**config.mk**
```make
export PLATFORM = sky130hd
export DESIGN_NAME = fixed_to_float
export DESIGN_NICKNAME = d
export VERILOG_FILES = /design/src/rtl/fixed_to_float.sv
export SDC_FILE = /design/constraint.sdc
export NUM_CORES = 1
export LEC_CHECK = 0
export BUFFER_PORTS_ARGS = -buffer_cell sky130_fd_sc_hd__buf_2
export CAP_MARGIN = 20
export CORE_AREA = 3 3 97 99
export CTS_BUF_LIST = sky130_fd_sc_hd__clkbuf_4 sky130_fd_sc_hd__clkbuf_8
export CTS_CLUSTER_DIAMETER = 150
export DETAILED_ROUTE_END_ITERATION = 6
export DIE_AREA = 0 0 100 102
export GPL_ROUTABILITY_DRIVEN = 0
export PLACE_DENSITY = 0.58
export SLEW_MARGIN = 40
export SYNTH_ARGS = -nofsm -noshare
export SYNTH_HDL_FRONTEND = slang
export SYNTH_SLANG_ARGS = --single-unit
```
**constraint.sdc**
```tcl
create_clock -name clk -period 2.1 [get_ports clk]
set_clock_uncertainty 0.2 [all_clocks]
set_input_delay 0 -clock clk [delete_from_list [all_inputs] [get_ports clk]]
set_output_delay 0 -clock clk [all_outputs]
set_load 0.005 [all_outputs]
```
**src/rtl/fixed_to_float.sv**
```systemverilog
// Converts a signed two's-complement fixed-point value into an IEEE-754 single by
// shifting the magnitude left one bit per cycle until its MSB is set, then packing the result.
module fixed_to_float #(
  parameter int FRACS = 21,
  parameter int INTS  = 1,
  parameter int WIDTH = INTS + FRACS + 1
) (
  input  logic             clk,
  input  logic             reset,
  input  logic             clk_en,
  input  logic             start,
  input  logic [WIDTH-1:0] fixedPoint_value,
  output logic             done,
  output logic [31:0]      float_result
);

  localparam int CW = (WIDTH > 2) ? $clog2(WIDTH) : 1;

  typedef enum logic [1:0] {IDLE, NORM, PACK, DONE} state_t;

  state_t           r_state, w_state_nx;
  logic [WIDTH-1:0] r_mag, w_mag_nx;
  logic [CW-1:0]    r_count, w_count_nx;
  logic             r_sign, w_sign_nx;
  logic [31:0]      r_result, w_result_nx;

  logic [WIDTH-1:0] w_abs;
  logic [WIDTH+21:0] w_mant_ext;
  logic [22:0]      w_mant;
  logic [7:0]       w_exp;

  // Negating the most negative code wraps back onto itself, which is exactly its magnitude.
  assign w_abs      = fixedPoint_value[WIDTH-1] ? ('0 - fixedPoint_value) : fixedPoint_value;
  assign w_mant_ext = {r_mag[WIDTH-2:0], 23'b0};
  assign w_mant     = w_mant_ext[WIDTH+21 -: 23];
  assign w_exp      = 8'(10'(127 + INTS) - 10'(r_count));

  always_comb begin
    w_state_nx  = r_state;
    w_mag_nx    = r_mag;
    w_count_nx  = r_count;
    w_sign_nx   = r_sign;
    w_result_nx = r_result;
    case (r_state)
      IDLE: begin
        if (start) begin
          w_sign_nx  = fixedPoint_value[WIDTH-1];
          w_mag_nx   = w_abs;
          w_count_nx = '0;
          w_state_nx = NORM;
        end
      end
      NORM: begin
        if (r_mag == '0) begin
          w_result_nx = '0;
          w_state_nx  = DONE;
        end else if (r_mag[WIDTH-1]) begin
          w_state_nx = PACK;
        end else begin
          w_mag_nx   = {r_mag[WIDTH-2:0], 1'b0};
          w_count_nx = r_count + 1'b1;
        end
      end
      PACK: begin
        w_result_nx = {r_sign, w_exp, w_mant};
        w_state_nx  = DONE;
      end
      DONE: w_state_nx = IDLE;
      default: w_state_nx = IDLE;
    endcase
  end

  always_ff @(posedge clk or negedge reset) begin
    if (!reset) begin
      r_state  <= IDLE;
      r_mag    <= '0;
      r_count  <= '0;
      r_sign   <= 1'b0;
      r_result <= '0;
    end else if (clk_en) begin
      r_state  <= w_state_nx;
      r_mag    <= w_mag_nx;
      r_count  <= w_count_nx;
      r_sign   <= w_sign_nx;
      r_result <= w_result_nx;
    end
  end

  assign done         = (r_state == DONE);
  assign float_result = r_result;

endmodule

```
==> results.yml <==
outcome:
  status: "complete, but fails checks"
  violations: "negative hold slack, negative setup slack"
setup_path:
  cp-end-kind: "flop"
  r2r_cells: 8
  crit_top_cell: "buf_4"
  crit_buf_inv: 3
  r2r_start: "r_mag[0]$_DFFE_PN0P_"
  cpPeakStageDelay_ps: 390
  criticalPathCategory: "flop to flop"
  reg2reg_slack_ps: -3
  path_delay_family: "buffers and inverters"
  crit_chain: "nor4_2 > buf_4 > nand4_1 > buf_4 > o211ai_1 > buf_4 > o21ai_0 > a32oi_1"
  arrival_ps: 2160
  start_kind: "flop"
  cp_data_required_time_ps: 2150
  r2r_end: "r_mag[20]$_DFFE_PN0P_"
  path_max_fanout: 3
  cp_slowest_cell: "dfrtp_1"
finish:
  area_delta_synth_final_pct: 41.6
  fin_cells: 629
  fill_cells: 783
  final_net_count: 550
  insertedDiodeCount: 0
  drive_gt1_frac: 0.321
yosys:
  synthesis.area_sq_um: 3440
  synthArstFlopShare: 1.00
  ys_warn_count: 0
  ys_seq_area_frac: 0.450
  synthesis.nets: 419
  synth_flop_cell: "dfrtp_1"
  syn_avg_cell_area_sq_um: 8.95
  syn_inst: 385
  yosys_register_bits: 62
  ys_types: 54
  synth_edf_count: 0
worst_hold_path:
  hold_path_depth: 4
  hold_path.class: "input port to flop"
  hp-start: "clk_en"
  hold_path_end: "r_state[1]$_DFFE_PN0P_"
sta:
  fin_ws_ps: -3.26
  maxSlewViolCount: 0
  grt_setup_unrepaired: "true"
  clock.fmax_mhz: 475
  setup_tns_ps: -5.35
  fin_crit_sh: 1.00
  tightestPinTransition_ps: 597
  post-route-min-period_ps: 2100
  hold_slack_ps: -7.49
  slew_headroom: 0.602
  setup_violations: 2
  hold_viol: 1
clock_tree:
  tritoncts: "yes"
  cts_sinks: 62
  h-tree-depth: 3
  numCtsBuffers: 9
  clock_path_buffers: 2
  clk_pin_slew_ps: 70
  clk_latency_ps: 330
  cts-root-buf: "clkbuf_8"
global_route:
  grt_pass1_vias: 3194
  grt_max_degree: 38
  antenna_found_initial: 0
  grtUsageTotal: 0.193
  grt_overflow: 0
  grt_pass1_wl_microns: 15800
route:
  post_drt_wl_per_cell_microns: 14.9
  drc: 0
  via_per_inst: 5.23
  antenna_left: 0
  num_vias: 3288
  wl_microns: 9400
  drtIter0Drc: 191
  first_pass_iters: 4
floorplanning:
  ioPinCount: 60
  die_w_microns: 100
  num_rows: 34
  die_area_sq_um: 10200
  initial_core_util: 0.399
  die_y_microns: 102
  core_area_sq_um: 8640
place:
  dp.cells: 584
  hpwl_microns: 6790
  port-buffer-count: 58
power:
  powerDensity_nw_per_um2: 1270
  leakage_nw: 2.40
  total_power_mw: 6.19
  peakVddDrop_v: 0.000437
run:
  maxCapViolCount: 0
## flip-flops by register name (all words and copies together), names as in the netlist
name,count
float_result,31
r_mag,23
r_count,5
r_state,2
r_sign,1
## area by class of cell
| class | count | area (sq um) | area share |
|---|---|---|---|
| multi-input cells | 288 | 1870 | 0.384 |
| flip-flops and latches | 62 | 1550 | 0.318 |
| clock buffers | 12 | 146 | 0.0300 |
| repair buffers | 142 | 1030 | 0.211 |
| inverters | 13 | 48.8 | 0.0100 |
| clock inverters | 4 | 95.1 | 0.0195 |
| well taps | 108 | 135 | 0.0277 |
## per-layer routing
layer,vias to the layer above,global-route usage,wire length [microns]
li1,1643,-,-
met1,1563,0.286,4610
met2,76,0.296,4320
met3,6,0.0328,392
met4,0,0.0435,74
met5,-,0,0
## cells in the mapped netlist (all sizes together) (2+ instances only)
cell type | instances | share of area
o22ai | 2 | 0.0036
nor4 | 8 | 0.023
o21ai | 18 | 0.026
inv | 12 | 0.013
xor2 | 15 | 0.038
or2 | 3 | 0.0054
mux2i | 4 | 0.012
nand2 | 84 | 0.092
a31oi | 3 | 0.0054
a21boi | 2 | 0.0076
mux2 | 4 | 0.013
o41ai | 7 | 0.018
or4 | 6 | 0.015
o221a | 3 | 0.0098
xnor2 | 2 | 0.0051
a221o | 11 | 0.032
nor2b | 3 | 0.0054
or3 | 4 | 0.0073
nand2b | 5 | 0.0091
nor3 | 4 | 0.0058
nor2 | 24 | 0.026
a32oi | 2 | 0.0051
dfrtp | 62 | 0.45
nand4 | 6 | 0.011
ha | 7 | 0.025
nand3 | 30 | 0.044
clkbuf | 17 | 0.019
o32a | 2 | 0.0058
o211ai | 2 | 0.0044
a41oi | 2 | 0.0051
a21oi | 9 | 0.013
buf | 5 | 0.0091
o31ai | 4 | 0.0087
## worst max path at each step
stage	start	endpoint	slack, ps	depth (start not counted)
finish	r_mag[0]$_DFFE_PN0P_	r_mag[20]$_DFFE_PN0P_	-3	8
global route	r_mag[0]$_DFFE_PN0P_	r_mag[17]$_DFFE_PN0P_	-140	8
CTS	r_mag[2]$_DFFE_PN0P_	r_state[1]$_DFFE_PN0P_	-9	7
detailed placement	r_mag[0]$_DFFE_PN0P_	r_state[1]$_DFFE_PN0P_	-130	7
global placement	r_mag[0]$_DFFE_PN0P_	r_state[1]$_DFFE_PN0P_	-110	7
floorplan	r_state[0]$_DFFE_PN0P_	r_mag[13]$_DFFE_PN0P_	20	7
## cells by family after synthesis
| family | count (synthesis) | synth area share |
|---|---|---|
| AO/OA/AOI/OAI | 73 | 0.159 |
| XOR/XNOR | 17 | 0.0432 |
| adder cells (fa/ha/maj) | 7 | 0.0254 |
| buffers and inverters | 35 | 0.0418 |
| flip-flops | 62 | 0.450 |
| multiplexers | 8 | 0.0247 |
| other | 1 | 0.00109 |
| AND/OR/NAND/NOR | 182 | 0.254 |
## tightest hold or removal path: cells and delay by family
kind,cells,cell delay (ps)
mux,1,150
buf+inv,1,130
compound gates,1,90
simple gates,1,120
## metrics by stage
step | setup WS (ps) | hold slack, ps | cell area [sq um] | util
after CTS | -8.90 | 2.15 | 4770 | 0.552
after global routing | -139 | 1.93 | 4880 | 0.565
after global placement | -108 | -169 | 4260 | 0.493
after detailed placement | -130 | -157 | 4260 | 0.493
after floorplan | 20.0 | -496 | 3460 | -
final | -3.26 | -7.49 | 4880 | 0.565
## layout by cell type (no fill, tap or decap), drive strengths merged, types with 4 or more instances in the layout
| cell | instances |
|---|---|
| a21oi | 9 |
| a221o | 11 |
| buf | 119 |
| clkbuf | 12 |
| dfrtp | 62 |
| dlygate4sd3 | 23 |
| ha | 7 |
| inv | 12 |
| mux2 | 4 |
| mux2i | 4 |
| nand2 | 84 |
| nand2b | 5 |
| nand3 | 30 |
| nand4 | 6 |
| nor2 | 24 |
| nor3 | 4 |
| nor4 | 8 |
| o21ai | 18 |
| o31ai | 4 |
| o41ai | 7 |
| or3 | 4 |
| or4 | 6 |
| xor2 | 15 |
## timing repair
| item | 4_1_cts | 5_1_grt |
|---|---|---|
| endpoints found under the setup margin | 26 | 59 |
| cloned | 0 | 1 |
| pin swaps | 6 | 6 |
| setup buffers | 3 | 2 |
| hold endpoints to repair | 88 | 0 |
| hold buffers | 23 | 0 |
| resized for setup | 7 | 18 |
## where the power goes
group	switching (mW)	internal, mW
registers	0.313	1.70
clock network	0.450	0.827
logic	1.46	1.45
total	2.22	3.98
No activity file was read; power rests on OpenSTA's default activity.
